[src/rtl/mac_dot_ctrl.sv]
// rtl/mac_dot_ctrl.sv - AHB-lite configured dot-product sequencer feeding the shared FP MAC core
module mac_dot_ctrl #(
    parameter int AW = 10,
    parameter int LW = 16
) (
    input  logic          hclk,
    input  logic          rst_n,
    input  logic          hsel,
    input  logic          hwrite,
    input  logic          hready_i,
    input  logic [1:0]    htrans,
    input  logic [31:0]   haddr,
    input  logic [31:0]   hwdata,
    output logic [31:0]   hrdata,
    output logic          hready_o,
    output logic          hresp,
    output logic          a_en,
    output logic          b_en,
    output logic [AW-1:0] a_addr,
    output logic [AW-1:0] b_addr,
    input  logic [31:0]   a_rdata,
    input  logic [31:0]   b_rdata,
    output logic          mac_valid,
    input  logic          mac_ready,
    output logic [31:0]   mac_a,
    output logic [31:0]   mac_b,
    output logic          mac_clr,
    input  logic          mac_idle,
    input  logic [31:0]   mac_acc,
    output logic          irq
);

    typedef enum logic [2:0] {
        S_IDLE,
        S_CLR,
        S_STREAM,
        S_DRAIN,
        S_DONE
    } state_t;

    state_t        state;
    logic          wr_q;
    logic          rd_q;
    logic [2:0]    addr_q;
    logic          irq_en;
    logic          done;
    logic [AW-1:0] a_base;
    logic [AW-1:0] b_base;
    logic [LW-1:0] len;
    logic [31:0]   result;
    logic [LW-1:0] rd_cnt;
    logic [LW-1:0] acc_cnt;

    logic [63:0]   fifo_mem [2];
    logic          wr_ptr;
    logic          rd_ptr;
    logic [1:0]    cnt;
    logic          rvalid;

    logic          busy;
    logic          wr_ctrl;
    logic          wr_stat;
    logic          start_req;
    logic          do_abort;
    logic          pop;
    logic          pop_mem;
    logic          push;
    logic          issue;
    logic [2:0]    occ;
    logic [2:0]    lim;
    logic [63:0]   incoming;
    logic [63:0]   head;
    logic          unused_bits;

    assign hready_o = 1'b1;
    assign hresp    = 1'b0;
    assign busy     = (state != S_IDLE);
    assign irq      = done & irq_en;

    assign wr_ctrl   = wr_q && (addr_q == 3'd0);
    assign wr_stat   = wr_q && (addr_q == 3'd1);
    assign start_req = wr_ctrl && hwdata[0] && !hwdata[2];
    assign do_abort  = wr_ctrl && hwdata[2] && busy;

    // The SRAM output register acts as a bypass stage in front of the 2-entry FIFO
    assign incoming  = {a_rdata, b_rdata};
    assign head      = (cnt != 2'd0) ? fifo_mem[rd_ptr] : incoming;
    assign mac_valid = (cnt != 2'd0) || rvalid;
    assign mac_a     = mac_valid ? head[63:32] : 32'h0;
    assign mac_b     = mac_valid ? head[31:0]  : 32'h0;
    assign pop       = mac_valid && mac_ready;
    assign pop_mem   = pop && (cnt != 2'd0);
    assign push      = rvalid && !((cnt == 2'd0) && pop);

    assign occ   = {1'b0, cnt} + {2'b00, rvalid};
    assign lim   = 3'd2 + {2'b00, pop};
    assign issue = (state == S_STREAM) && (rd_cnt < len) && (occ < lim);

    assign a_en   = issue;
    assign b_en   = issue;
    assign a_addr = a_base + rd_cnt[AW-1:0];
    assign b_addr = b_base + rd_cnt[AW-1:0];

    assign unused_bits = ^{haddr[31:5], haddr[1:0], htrans[0], hwdata[31:LW]};

    always_ff @(posedge hclk or negedge rst_n) begin
        if (!rst_n) begin
            wr_q   <= 1'b0;
            rd_q   <= 1'b0;
            addr_q <= 3'd0;
        end else begin
            wr_q   <= hsel && hready_i && htrans[1] && hwrite;
            rd_q   <= hsel && hready_i && htrans[1] && !hwrite;
            addr_q <= haddr[4:2];
        end
    end

    always_comb begin
        hrdata = 32'h0;
        if (rd_q) begin
            case (addr_q)
                3'd0:    hrdata[1]   = irq_en;
                3'd1:    hrdata[1:0] = {done, busy};
                3'd2:    hrdata      = 32'(a_base);
                3'd3:    hrdata      = 32'(b_base);
                3'd4:    hrdata      = 32'(len);
                3'd5:    hrdata      = result;
                default: hrdata      = 32'h0;
            endcase
        end
    end

    always_ff @(posedge hclk or negedge rst_n) begin
        if (!rst_n) begin
            state   <= S_IDLE;
            mac_clr <= 1'b0;
            irq_en  <= 1'b0;
            done    <= 1'b0;
            a_base  <= '0;
            b_base  <= '0;
            len     <= '0;
            result  <= 32'h0;
            rd_cnt  <= '0;
            acc_cnt <= '0;
        end else begin
            mac_clr <= 1'b0;
            if (wr_ctrl) irq_en <= hwdata[1];
            if (wr_q && !busy) begin
                if (addr_q == 3'd2) a_base <= hwdata[AW-1:0];
                if (addr_q == 3'd3) b_base <= hwdata[AW-1:0];
                if (addr_q == 3'd4) len    <= hwdata[LW-1:0];
            end
            if (wr_stat && hwdata[1]) done <= 1'b0;
            if (do_abort) begin
                state   <= S_IDLE;
                mac_clr <= 1'b1;
            end else begin
                case (state)
                    S_IDLE: begin
                        if (start_req) begin
                            state   <= S_CLR;
                            mac_clr <= 1'b1;
                            done    <= 1'b0;
                        end
                    end
                    S_CLR: begin
                        rd_cnt  <= '0;
                        acc_cnt <= '0;
                        state   <= (len == '0) ? S_DONE : S_STREAM;
                    end
                    S_STREAM: begin
                        if (issue) rd_cnt <= rd_cnt + LW'(1);
                        if (pop) begin
                            acc_cnt <= acc_cnt + LW'(1);
                            if (acc_cnt + LW'(1) == len) state <= S_DRAIN;
                        end
                    end
                    S_DRAIN: begin
                        if (mac_idle) state <= S_DONE;
                    end
                    S_DONE: begin
                        result <= (len == '0) ? 32'h0 : mac_acc;
                        done   <= 1'b1;
                        state  <= S_IDLE;
                    end
                    default: state <= S_IDLE;
                endcase
            end
        end
    end

    always_ff @(posedge hclk or negedge rst_n) begin
        if (!rst_n) begin
            fifo_mem[0] <= 64'h0;
            fifo_mem[1] <= 64'h0;
            wr_ptr      <= 1'b0;
            rd_ptr      <= 1'b0;
            cnt         <= 2'd0;
            rvalid      <= 1'b0;
        end else if (do_abort) begin
            wr_ptr <= 1'b0;
            rd_ptr <= 1'b0;
            cnt    <= 2'd0;
            rvalid <= 1'b0;
        end else begin
            rvalid <= issue;
            if (push) begin
                fifo_mem[wr_ptr] <= incoming;
                wr_ptr           <= ~wr_ptr;
            end
            if (pop_mem) rd_ptr <= ~rd_ptr;
            cnt <= cnt + {1'b0, push} - {1'b0, pop_mem};
        end
    end

endmodule

[config.mk]
export PLATFORM = sky130hd
export DESIGN_NAME = mac_dot_ctrl
export DESIGN_NICKNAME = d
export VERILOG_FILES = /design/src/rtl/mac_dot_ctrl.sv
export SDC_FILE = /design/constraint.sdc
export NUM_CORES = 1
export LEC_CHECK = 0
export CAP_MARGIN = 20
export CORE_ASPECT_RATIO = 0.5
export CORE_MARGIN = 1
export CORE_UTILIZATION = 47
export DETAILED_ROUTE_END_ITERATION = 6
export PLACE_DENSITY = 0.78
export SYNTH_ARGS = -nofsm -noshare
export SYNTH_HDL_FRONTEND = slang
export SYNTH_SLANG_ARGS = --single-unit
export TNS_END_PERCENT = 1
[constraint.sdc]
create_clock -name hclk -period 2.68 [get_ports hclk]
set_input_delay 0.536 -clock hclk [delete_from_list [all_inputs] [get_ports hclk]]
set_output_delay 0.536 -clock hclk [all_outputs]
set_load 0.02 [all_outputs]
==> metrics.md <==
| Metric | Value |
|---|---|
| Register area share after synthesis | 45.3% |
| Die area | 29400 µm² |
| Hold path cells | 1 |
| CTS buffer count | 23 |
| DR top layer | met4 |
| Req. time, crit path | 2140 ps |
| Worst hold path endpoint | addr_q[2] |
| Drt initial violations | 835 |
| Pwr per Cell Area | between 1000 and 1500 nW/µm² |
| Maximum clock frequency | 0.327 GHz |
| Startpoint types | flip-flop |
| Vias in the first global route | between 10000 and 15000 |
| Syn Nets | ~1500 |
| Top cells by area, synth | dfrtp_1 45%, mux2_2 13%, mux2i_1 6.8% |
| Die Span Y | 122 µm |
| Synthesis Warnings | 0 |
| Worst Setup End Kind | output pin |
| Largest stage delay, worst path | 400 ps |
| Core area | between 20000 and 30000 µm² |
| Root Buffer | clkbuf_16 |
| Fin util | between 60% and 70% |
| TritonRoute pass-1 iters | 6 |
| Leak | just over 8 nW |
| Die X-Extent | 242 µm |
| Routed WL | 38200 µm |
| Clk sinks | 244 |
| Placer Congestion | approximately 0.9 |
| Final nets | about 1800 |
| Final period util | 114% |
| Number of setup violations in the final report | 21 |
| Total number of H-tree levels | 1 |
| EDFF count, synth | 0 |
| Share of post-route cells with drive strength above 1 | 27.6% |
| Slew Viols, Final | 0 |
| Post-DP HPWL | roughly 27000 µm |
| Clock-pin slew on the worst setup and hold paths | approximately 70 ps |
| Outcome | complete, but fails checks |
| Critical path class | flip-flop to output pin |
| Multiplexer area fraction after synthesis | 20.6% |
| Relative slew slack | 62.6% |
| Initial core utilization | 48.2% |
| I/O pin cnt | 292 |
| Initial antenna violation count | 0 |
| Area growth, synth to finish | 32.8% |
| Post-synth ARST share | 100% |
| Hold Violations, Final | 0 |
| Worst Reg-to-Reg Cells | 6 |
| Top cell family by delay on the critical path | adder cells |
| Total GRT Usage | between 20% and 30% |
| Fillers | 2208 |
| GR Overflow Total | 0 |
| #FFs+latches synth | 244 |
| Hold Crit Class | input pin to flip-flop |
| Post-synth top flop | dfrtp_1 |
| First-pass GRT wire length | 60300 µm |
| Synth Area in Adders | under 10% |
| Synth Area in Simple Gates | 13.6% |
| DRC | 0 |
| Design Power | ~18 mW |
| HP Start | haddr[4] |
| CP bufs+invs | 2 |
| Multi-input logic area | 7090 µm² |
| DR WL met2 | slightly below 20000 µm |
| Crit path max fanout | 3 |
| Cell row count | between 40 and 50 |
| Largest family of logic cells by synthesized area | multiplexers |
| Avg Cell Area, Syn | 10.5 µm² |
| Max IR drop VDD | 0.773 mV |
| RR Startpoint | acc_cnt[5] |
| Via count | 11355 |
| Tightest Pin Transition | 556 ps |
| Arrival time of the worst setup path | about 2500 ps |
| Met1 WL | 15900 µm |
| Insertion delay of the later-clocked pin in the worst-skew pair | 540 ps |
| CTS Buffer Depth | 3 |
| WL per Instance | 18.9 µm |
| RR Endpoint | state[0] |
| TritonCTS clock tree | done |
| Post-synth top area cell | dfrtp_1 |
| Post-synthesis compound-gate area fraction | 10.2% |
| Largest net degree at the start of global routing | 79 |
| Critical Path Most Common Cell | o21ai_2 |
| Worst R2R Setup Slack | about 110 ps |
| Drt via density | about 5.6 |
| Met3 wire length | 1690 µm |
| Port buffer count | 243 |
| Final clock skew | 12.3 ps |
| Final worst path period need | 3060 ps |
| Reg area | approximately 6100 µm² |
| Crit-path cells | ha_2 -> inv_2 -> fa_2 -> nor2b_2 -> o21ai_2 -> a21boi_2 -> o21ai_2 -> a21oi_2 -> xor2_1 -> buf_4 |
| Failing checks | setup timing |
| Max-Cap Viols | 0 |
| Share of the synthesized area in the top cell type | 45.3% |
| Slowest-stage cell, CP | dfrtp_1 |
| Distinct cells, synth | 71 |
| Cell count after synthesis | about 1300 |
| XOR/XNOR Fraction of Synth Area | 2.85% |
| Post-DRT Antenna Nets | 0 |
| Cell Area, Synth | approximately 13000 µm² |
| Unrepaired setup endpoints after global routing | true |
| Worst setup margin | -375 ps |
## worst max path at each step
stage | startpoint | end | slack (ps) | cells after the start
final | rd_cnt[0] | b_addr[8] | -380 | 10
after global routing | rd_cnt[0] | b_addr[8] | -460 | 10
after CTS | rd_cnt[0] | a_addr[8] | -470 | 10
after detailed placement | rd_cnt[0] | a_addr[8] | -520 | 10
after global placement | rd_cnt[0] | a_addr[8] | -470 | 10
after floorplan | rd_cnt[0] | a_addr[8] | 110 | 9
## per-stage QoR
step	worst slack (ps)	cell area (µm²)	TNS, ps	instances	hold slack (ps)
2_1_floorplan	110	13500	0	1291	240
3_3_place_gp	-469	17200	-2910	1964	456
3_5_place_dp	-520	17200	-3340	1964	463
4_1_cts	-470	18000	-4160	2009	439
5_1_grt	-457	17900	-6970	2013	433
6_report	-375	17900	-3170	2014	446
## worst register-to-register path, stage by stage, from the launching register on
cell and delay [ps]:
dfrtp_1 550, nand4_1 300, nor4_2 590, xor2_1 300, o211ai_4 90, or4_1 530, a21oi_1 140
## synthesized netlist by cell type (all sizes together) (7+ instances only)
master  count
nand2b      7
buf        30
nor2       51
dfrtp     244
mux2i      92
xor2       15
nand2     111
o21ai     137
clkbuf     48
mux2      165
o211ai      7
a21oi      20
ha         39
o31ai       7
nor3       23
nand4      12
inv        31
nor2b      12
and2       30
xnor2      28
nor4       10
nand3      78
o22ai      10
and3       10
## cell families after synthesis
kind of cell               count (synthesis)
and+or+nand+nor                          367
muxes                                    257
DFF                                      244
AOI/OAI and AO/OA                        228
buffers and inverters                    109
xor gates and xnor gates                  43
adders and majority gates                 41
other                                      2
## state kept, by name, summed over array words and instances (netlist names), 2 cells and up
register / flops
state: 3
len: 16
cnt: 2
a_base: 10
fifo_mem: 128
rd_cnt: 16
addr_q: 3
result: 32
b_base: 10
acc_cnt: 16
## metal layers
layer / GRT usage, % / vias to the layer above
met5: 0 / -
met4: 9.24 / 0
met3: 3.48 / 83
met2: 45.2 / 340
met1: 31.5 / 5670
li1: - / 5262
## power breakdown
| group | switching (mW) | internal, mW |
|---|---|---|
| logic | 5.06 | 4.34 |
| registers | 0.657 | 4.85 |
| clock network | 1.49 | 2.04 |
| total | 7.22 | 11.2 |
## final cells by class
class,count,share of cell area (%)
multi-input cells,938,39.5
flip-flops and latches,244,34.1
repair buffers,376,18.4
clock buffers,36,3.99
well taps,382,2.67
inverters,31,0.649
clock inverters,6,0.566
diodes,1,0.0140
## cell usage in the layout (no fill, tap or decap), types with 13 or more instances in the layout
master           netlist  layout
and2_1                30      28
nor3_1                21      21
mux2_1                15      15
ha_1                  39      34
dfrtp_1              244     237
buf_2                 10      18
clkbuf_16              0      24
o21ai_0              133     124
xnor2_1               27      27
nand3_1               77      76
nand2_1              111     110
nor2_1                49      47
mux2_2               150     150
xor2_1                15      15
clkdlybuf4s50_1        0     125
mux2i_1               92      90
dlygate4sd2_1          0      13
clkdlybuf4s15_1        0      35
clkbuf_2               0      36
inv_1                 30      27
buf_4                  9     130
a21oi_1               20      14
## repair_timing
| action | 4_1_cts | 5_1_grt |
|---|---|---|
| endpoints found under the hold margin | 60 | 0 |
| buffers inserted | 2 | 3 |
| cloned | 0 | 1 |
| endpoints found under the setup margin | 117 | 94 |
| pin swaps | 23 | 9 |
| hold buffers | 1 | 0 |
| resized for setup | 271 | 156 |
(Power assumes the default switching activity.)
